[src/rtl/booth_mul_seq.sv]
//------------------------------------------------------------------------------
// booth_mul_seq : sequential radix-4 Booth signed multiplier, one bit-pair/clk.
// Optional macro BOOTH_EARLY_TERM_EN: finish early once remaining steps are +0.
// Revision: 1.0
//------------------------------------------------------------------------------
`default_nettype none

module booth_mul_seq #(
  parameter int WIDTH = 32,
  parameter int CNT_W = 5
) (
  input  logic             clk,
  input  logic             rst_n,
  input  logic             start,
  input  logic [WIDTH-1:0] q_in,
  input  logic [WIDTH-1:0] m_in,
  output logic             ready,
  output logic             busy,
  output logic             done,
  output logic [WIDTH-1:0] hi_out,
  output logic [WIDTH-1:0] lo_out
);

  localparam int              STEPS   = WIDTH / 2;
  localparam logic [CNT_W-1:0] LAST   = CNT_W'(STEPS - 1);
  localparam logic [0:0]      ST_IDLE = 1'b0;
  localparam logic [0:0]      ST_RUN  = 1'b1;

  logic [0:0]         state_q, state_d;
  logic [WIDTH-1:0]   q_q, q_d;
  logic [2*WIDTH-1:0] acc_q, acc_d;
  logic               carry_q, carry_d;
  logic [CNT_W-1:0]   cnt_q, cnt_d;
  logic [WIDTH-1:0]   hi_q, hi_d, lo_q, lo_d;
  logic               done_q, done_d;

  logic [WIDTH+1:0]   upper_ext, q_ext, q2_ext, addend, sum;
  logic [2*WIDTH-1:0] step_acc;
  logic               finish;

  always_ff @(posedge clk or negedge rst_n) begin
    if (!rst_n) begin
      state_q <= ST_IDLE;
    end else begin
      state_q <= state_d;
    end
  end

  always_comb begin
    state_d = state_q;
    case (state_q)
      ST_IDLE: if (start)  state_d = ST_RUN;
      ST_RUN:  if (finish) state_d = ST_IDLE;
      default:             state_d = ST_IDLE;
    endcase
  end

  always_comb begin
    ready = (state_q == ST_IDLE);
    busy  = (state_q != ST_IDLE);
  end

  // One Booth step: recode {acc[1:0], carry}, add into the sign-extended upper half.
  always_comb begin
    upper_ext = {{2{acc_q[2*WIDTH-1]}}, acc_q[2*WIDTH-1:WIDTH]};
    q_ext     = {{2{q_q[WIDTH-1]}}, q_q};
    q2_ext    = {q_q[WIDTH-1], q_q, 1'b0};
    case ({acc_q[1:0], carry_q})
      3'b001, 3'b010: addend = q_ext;
      3'b011:         addend = q2_ext;
      3'b100:         addend = -q2_ext;
      3'b101, 3'b110: addend = -q_ext;
      default:        addend = '0;
    endcase
    sum      = upper_ext + addend;
    step_acc = {sum, acc_q[WIDTH-1:2]};
  end

`ifdef BOOTH_EARLY_TERM_EN
  logic [WIDTH-1:0]   rem_mask, rem_bits;
  logic [CNT_W+1:0]   shamt;
  logic               early;
  logic [2*WIDTH-1:0] early_acc;

  // Remaining multiplier bits sit at acc[WIDTH-1-2*count:0]; uniform bits plus matching carry recode to +0.
  always_comb begin
    rem_mask  = {WIDTH{1'b1}} >> (2 * cnt_q);
    rem_bits  = acc_q[WIDTH-1:0] & rem_mask;
    early     = ((rem_bits == '0) && !carry_q) || ((rem_bits == rem_mask) && carry_q);
    shamt     = (CNT_W+2)'(WIDTH) - {1'b0, cnt_q, 1'b0};
    early_acc = $signed(acc_q) >>> shamt;
  end
`else
  logic early;
  logic [2*WIDTH-1:0] early_acc;

  always_comb begin
    early     = 1'b0;
    early_acc = '0;
  end
`endif

  always_comb begin
    q_d     = q_q;
    acc_d   = acc_q;
    carry_d = carry_q;
    cnt_d   = cnt_q;
    hi_d    = hi_q;
    lo_d    = lo_q;
    done_d  = 1'b0;
    finish  = 1'b0;
    case (state_q)
      ST_IDLE: begin
        if (start) begin
          q_d     = q_in;
          acc_d   = {{WIDTH{1'b0}}, m_in};
          carry_d = 1'b0;
          cnt_d   = '0;
        end
      end
      ST_RUN: begin
        if (early) begin
          acc_d  = early_acc;
          finish = 1'b1;
        end else begin
          acc_d   = step_acc;
          carry_d = acc_q[1];
          cnt_d   = cnt_q + 1'b1;
          finish  = (cnt_q == LAST);
        end
        if (finish) begin
          hi_d   = acc_d[2*WIDTH-1:WIDTH];
          lo_d   = acc_d[WIDTH-1:0];
          done_d = 1'b1;
        end
      end
      default: ;
    endcase
  end

  always_ff @(posedge clk or negedge rst_n) begin
    if (!rst_n) begin
      q_q     <= '0;
      acc_q   <= '0;
      carry_q <= 1'b0;
      cnt_q   <= '0;
      hi_q    <= '0;
      lo_q    <= '0;
      done_q  <= 1'b0;
    end else begin
      q_q     <= q_d;
      acc_q   <= acc_d;
      carry_q <= carry_d;
      cnt_q   <= cnt_d;
      hi_q    <= hi_d;
      lo_q    <= lo_d;
      done_q  <= done_d;
    end
  end

  assign done   = done_q;
  assign hi_out = hi_q;
  assign lo_out = lo_q;

endmodule

`default_nettype wire

[config.mk]
export PLATFORM = sky130hd
export DESIGN_NAME = booth_mul_seq
export DESIGN_NICKNAME = d
export VERILOG_FILES = /design/src/rtl/booth_mul_seq.sv
export SDC_FILE = /design/constraint.sdc
export NUM_CORES = 1
export LEC_CHECK = 0
export CAP_MARGIN = 0
export CORE_UTILIZATION = 35
export CTS_CLUSTER_DIAMETER = 80
export DETAILED_ROUTE_END_ITERATION = 8
export PLACE_DENSITY = 0.56
export SLEW_MARGIN = 20
export SYNTH_ARGS = -nofsm -noshare
export SYNTH_HDL_FRONTEND = slang
export SYNTH_SLANG_ARGS = --single-unit
[constraint.sdc]
create_clock -name clk -period 4.7 [get_ports clk]
set_input_delay 0.47 -clock clk [delete_from_list [all_inputs] [get_ports clk]]
set_output_delay 0.47 -clock clk [all_outputs]
set_load 0.02 [all_outputs]
# Word level (Yosys, flattened, before mapping)
# Cells that the tools add are included.
totals:
  register_bits: 168
  input_bits: 67
  output_inout_bits: 67
  word_cells: 39
classes:
  add_sub_neg: 4
  eq_ne: 8
  muxes: 14
  bitwise: 1
  reduce_logical: 4
op_table:
  columns: ["cell", "count"]
  rows:
  - ["$pmux W34 S4", 1]
  - ["$pmux W64 S2", 1]
  - ["$neg A34 Y34", 2]
  - ["$mux W64", 1]
  - ["$add A34 B34 Y34", 1]
  - ["$pmux W5 S2", 1]
  - ["$eq A3 B3 Y1 const B", 3]
  - ["$mux W1", 7]
  - ["$eq A3 B2 Y1 const B", 2]
  - ["$add A5 B1 Y5 const B", 1]
  - ["$eq A5 B4 Y1 const B", 1]
  - ["$mux W5", 1]
  - ["$pmux W1 S2", 2]
  - ["$reduce_and A2 Y1", 2]
  - ["$reduce_or A2 Y1", 2]
  - ["$eq A3 B1 Y1 const B", 1]
  - ["$ne A2 B2 Y1 const B", 1]
  - ["$not A1 Y1", 1]

# Logic depth before layout (Yosys ltp)
depth:
  depth_word: 5
  ltp_mapped: 21
  depth_no_buf: 20

# Worst setup path before layout
# OpenSTA, ideal clock, no wires.
synth_timing:
  path_kind: "register -> register"
  from: "register q_q[2]"
  to: "register hi_q[30] (netlist: hi_out[30])"
  setup_ps: 125
  t_arrival_ps: 4447
  required_time_ps: 4575
  setup_slack_ps: 129
  stages_incl_launch_ff: 19
  path_buffers: 2
  period_less_slack_ps: 4571
  cell_sequence: "dfrtp_1 -> or3_4 -> or4_1 -> buf_2 -> or3_1 -> clkbuf_1 -> or3_1 -> nand2_1 -> xnor2_1 -> a221oi_1 -> a31oi_1 -> ha_1 -> a21o_1 -> a31o_2 -> a21bo_2 -> a31oi_1 -> o21ai_0 -> xor2_1 -> mux2_2"
synth_between:
  elab_chain_len: 3
  elab_cells_between_ends: 4
  cone_classes: "add/sub (3); mux (1)"
synth_lines:
  columns: ["item", "line_no", "source"]
  rows:
  - ["start: declaration", "30", "logic [WIDTH-1:0] q_q, q_d;"]
  - ["start signal: assignment", "151", "q_q <= q_d;"]
  - ["$neg A34 Y34, on equally long branches", "72, 71", null]
  - ["$pmux W34 S4 *", "68", "case ({acc_q[1:0], carry_q})"]
  - ["$add A34 B34 Y34 *", "75", "sum = upper_ext + addend;"]
  - ["end signal: assignment", "155", "hi_q <= hi_d;"]
  - ["end: declaration", "34", "logic [WIDTH-1:0] hi_q, hi_d, lo_q, lo_d;"]
# Every way passes the cells marked *; elsewhere a longest branch is shown, timed or not.
# A chain may end at the register's enable or synchronous reset.

# Worst setup path in the final report
layout_timing:
  from: "register q_q[6]"
  to: "register hi_q[29] (netlist: hi_out[29])"
# The elaborated chain is that of the path after synthesis.

==> qor.tcl <==
set qor(final.setup.tns_ps) 0
set qor(placementRows) 61
set qor(worst_ep_arrival_time_ps) 4900
set qor(cts_buffer_depth) 2
set qor(grt.total_usage_pct) 19.63
set qor(power.density_cell_area_mw_per_mm2) 954.2
set qor(layout_min_cycle_time_ps) 4567
set qor(startpoint_type) {flop}
set qor(maximum_number_of_pins_on_one_net_before_global_route_repair) 96
set qor(critical_path_class) {flop to flop}
set qor(clockRootBuffer) {clkbuf_16}
set qor(placeableCoreArea_mm2) 0.02793
set qor(critical_path.reg2reg.endpoint) {hi_out[29]}
set qor(final_layout_size_suffix_gt1_share_pct) 20.94
set qor(first_pass_iters) 7
set qor(worst_skew_pair.late_latency_ps) 450
set qor(fin_crit_sh_pct) 97.18
set qor(instances_no_fill) 1568
set qor(via_cell_ratio) 5.265
set qor(setup.worst_path.end_class) {flop}
set qor(final_net_count) 1280
set qor(die_y_um) 170.8
set qor(buffers_added_on_ports) 133
set qor(initial_utilization_pct) 35.72
set qor(global_route.overflow_total) 0
set qor(finalWeightedCongestion) 0.8926
set qor(unrepaired_setup_endpoints_after_global_routing) {yes}
set qor(timing.hold.worst.class) {primary input to async pin}
set qor(netlist_area_mm2) 0.009978
set qor(final.setup.worst_slack_ps) 132.5
set qor(numPlacedInstances) 1522
set qor(critPathCapture) {hi_out[29]}
set qor(ff2ff_path_depth) 17
set qor(synth_async_sr_flop_share_pct) 100.0
set qor(first_global_vias) 8252
set qor(synth.avg_cell_area_um2) 9.909
set qor(worst_skew_ps) 18.36
set qor(number_of_vias_in_the_routed_layout) 8255
set qor(avgRoutedWirePerCell_um) 17.56
set qor(ys_dominant_reg_cell) {dfrtp_1}
set qor(wl_um) 27530
set qor(finish.utilization_pct) 46.06
set qor(cts_tree) {done}
set qor(fin_area_mm2) 0.01287
set qor(dieArea_mm2) 0.02919
set qor(initialDrtViolationCount) 451
set qor(worst_pin_slew_ps) 951.9
set qor(route.detailed.drc) 0
set qor(syn2layout_area_growth_pct) 28.95
set qor(power.ir.vdd_worst_v) 0.0003386
set qor(rrSetupSlack_ps) 130
set qor(post_synth_inst_count) 1007
set qor(synth_cell_type_count) 60
set qor(run_status) {finished, final reports clean}
set qor(critical_path.max_fanout) 7
set qor(cts-buffers-inserted) 17
set qor(required_ps) 5030
set qor(drtAntennaViolNets) 0
set qor(io_pins) 134
set qor(cts.hold.buffers_added) 0
set qor(cts_sinks) 168
set qor(ys.warnings.count) 0
set qor(leakagePower_nw) 5.510
set qor(timing_max_transition_violations_final) 0
set qor(fmax_mhz) 218.9
set qor(grt_first_pass_wirelength_um) 44440
set qor(post_dp_cell_area_mm2) 0.01206
set qor(cts-htree-levels) 4
set qor(syn_nets) 1111
set qor(dieWidth_um) 170.8
set qor(max_cap_violations) 0
set qor(report.final.hold_viol_count) 0
set qor(synth_enable_flop_cells) 0
set qor(dp_hpwl_um) 19310
set qor(worstReg2RegStart) {q_q[6]}
set qor(yosysSeqAreaShare_pct) 42.13
set qor(count_of_state_elements_after_synthesis) 168
set qor(timing.slew.headroom_pct) 36.54
set qor(clkSlewWorstSetupHoldPaths_ps) 70
set qor(finalSetupViolCount) 0
set qor(antenna_found_initial) 3
set qor(pre_cts_slack_ps) -84.01
set qor(setup.worst_path.start) {q_q[6]}
## flip-flops by register name (all words and copies together) (netlist names)
| name | count |
|---|---|
| acc_q | 64 |
| busy | 1 |
| carry_q | 1 |
| cnt_q | 5 |
| done | 1 |
| hi_out | 32 |
| lo_out | 32 |
| q_q | 32 |
## how the worst min path moves through the flow
stage / end / cells after the start / from / slack [ps]
3_5_place_dp: hi_out[6] / 2 / hi_out[6] / 480
2_1_floorplan: acc_q[0] / 0 / rst_n / 170
3_3_place_gp: hi_out[6] / 2 / hi_out[6] / 470
6_report: hi_out[8] / 1 / rst_n / 90
4_1_cts: hi_out[8] / 1 / rst_n / 150
5_1_grt: hi_out[11] / 1 / rst_n / 200
## layer usage
layer,wire (µm),part of all wire [%],GRT usage [%],up-vias
met5,24,0.087,0,-
met4,499,1.8,6.017,4
li1,-,-,-,3991
met3,1990,7.2,6.685,36
met1,12460,45,25.20,4036
met2,12560,46,31.04,188
## stage by stage
| step | power [mW] | hold WS (ps) |
|---|---|---|
| 3_5_place_dp | 10.52 | 478.5 |
| 2_1_floorplan | 7.994 | 174.4 |
| 5_1_grt | 13.30 | 197.5 |
| 6_report | 12.28 | 86.01 |
| 4_1_cts | 12.02 | 154.7 |
| 3_3_place_gp | 10.41 | 468.1 |
## cell usage in the layout (no fill, tap or decap), drive strengths merged, types with 7 or more instances in the layout
cell	n
nand4	8
a22o	27
xnor2	51
inv	28
a221oi	18
a22oi	9
xor2	24
o21ai	99
ha	36
a21o	22
a31oi	13
nor3	7
dfrtp	168
buf	85
or3	10
o21bai	8
clkdlybuf4s50	131
a21oi	44
clkbuf	18
nand3	10
o31ai	7
nand2	111
o22ai	7
mux2i	37
nor2	42
mux2	88
nand2b	10
## layout make-up
class | count | area, µm²
diodes | 1 | 2.502
well taps | 378 | 473.0
flip-flops and latches | 168 | 4209
clock buffers | 18 | 439.2
inverters | 19 | 71.32
fillers | 2706 | 15070
repair buffers | 216 | 1951
clock inverters | 14 | 148.9
multi-input cells | 754 | 5573
## report_power, final
group / total (mW) / switching (mW) / internal [mW]
registers: 2.85 / 0.634 / 2.22
logic: 8.00 / 4.04 / 3.96
clock network: 1.43 / 0.701 / 0.726
total: 12.3 / 5.38 / 6.90
## worst max-delay path, stage by stage, from the launching register on
cell      delay, ps
dfrtp_2         460
or4_4           570
or4_4           440
or4_4           600
o21ai_1         170
xnor2_1         110
a221oi_2        260
a31oi_1          90
ha_1            360
buf_4           140
buf_4           120
a21oi_1         170
o21ai_0         110
a31oi_1         140
o21a_1          200
o21bai_1         90
xor2_1          150
mux2_2          260
## cells in the mapped netlist, types with 16 or more instances
| master | n | area [µm²] |
|---|---|---|
| clkbuf_1 | 46 | 172.7 |
| mux2i_1 | 37 | 370.4 |
| ha_1 | 36 | 450.4 |
| inv_1 | 19 | 71.32 |
| dfrtp_1 | 168 | 4204 |
| a22o_1 | 27 | 236.5 |
| a221oi_1 | 18 | 157.7 |
| a21oi_1 | 44 | 220.2 |
| a21o_1 | 22 | 165.2 |
| nand2_1 | 111 | 416.7 |
| xor2_1 | 24 | 210.2 |
| o21ai_0 | 98 | 490.5 |
| nor2_1 | 41 | 153.9 |
| mux2_2 | 87 | 979.7 |
| xnor2_1 | 51 | 446.7 |
| buf_1 | 16 | 60.06 |
## what timing repair did
item / 4_1_cts / 5_1_grt
resized for setup: 2 / 32
pin swaps: 0 / 11
buffers inserted: 0 / 13
endpoints found under the setup margin: 8 / 36
## cells by family (layout without fill, tap and decap cells)
logic type / after synthesis / after routing / share of synthesized area [%]
fa+ha+maj: 37 / 37 / 4.715
other cells: 0 / 1 / 0
xor+xnor: 75 / 75 / 6.583
compound gates: 287 / 287 / 18.75
simple gates: 230 / 230 / 10.77
flops: 168 / 168 / 42.13
mux: 125 / 125 / 13.68
buf+inv: 85 / 267 / 3.373
No activity file was read; power rests on OpenSTA's default activity.
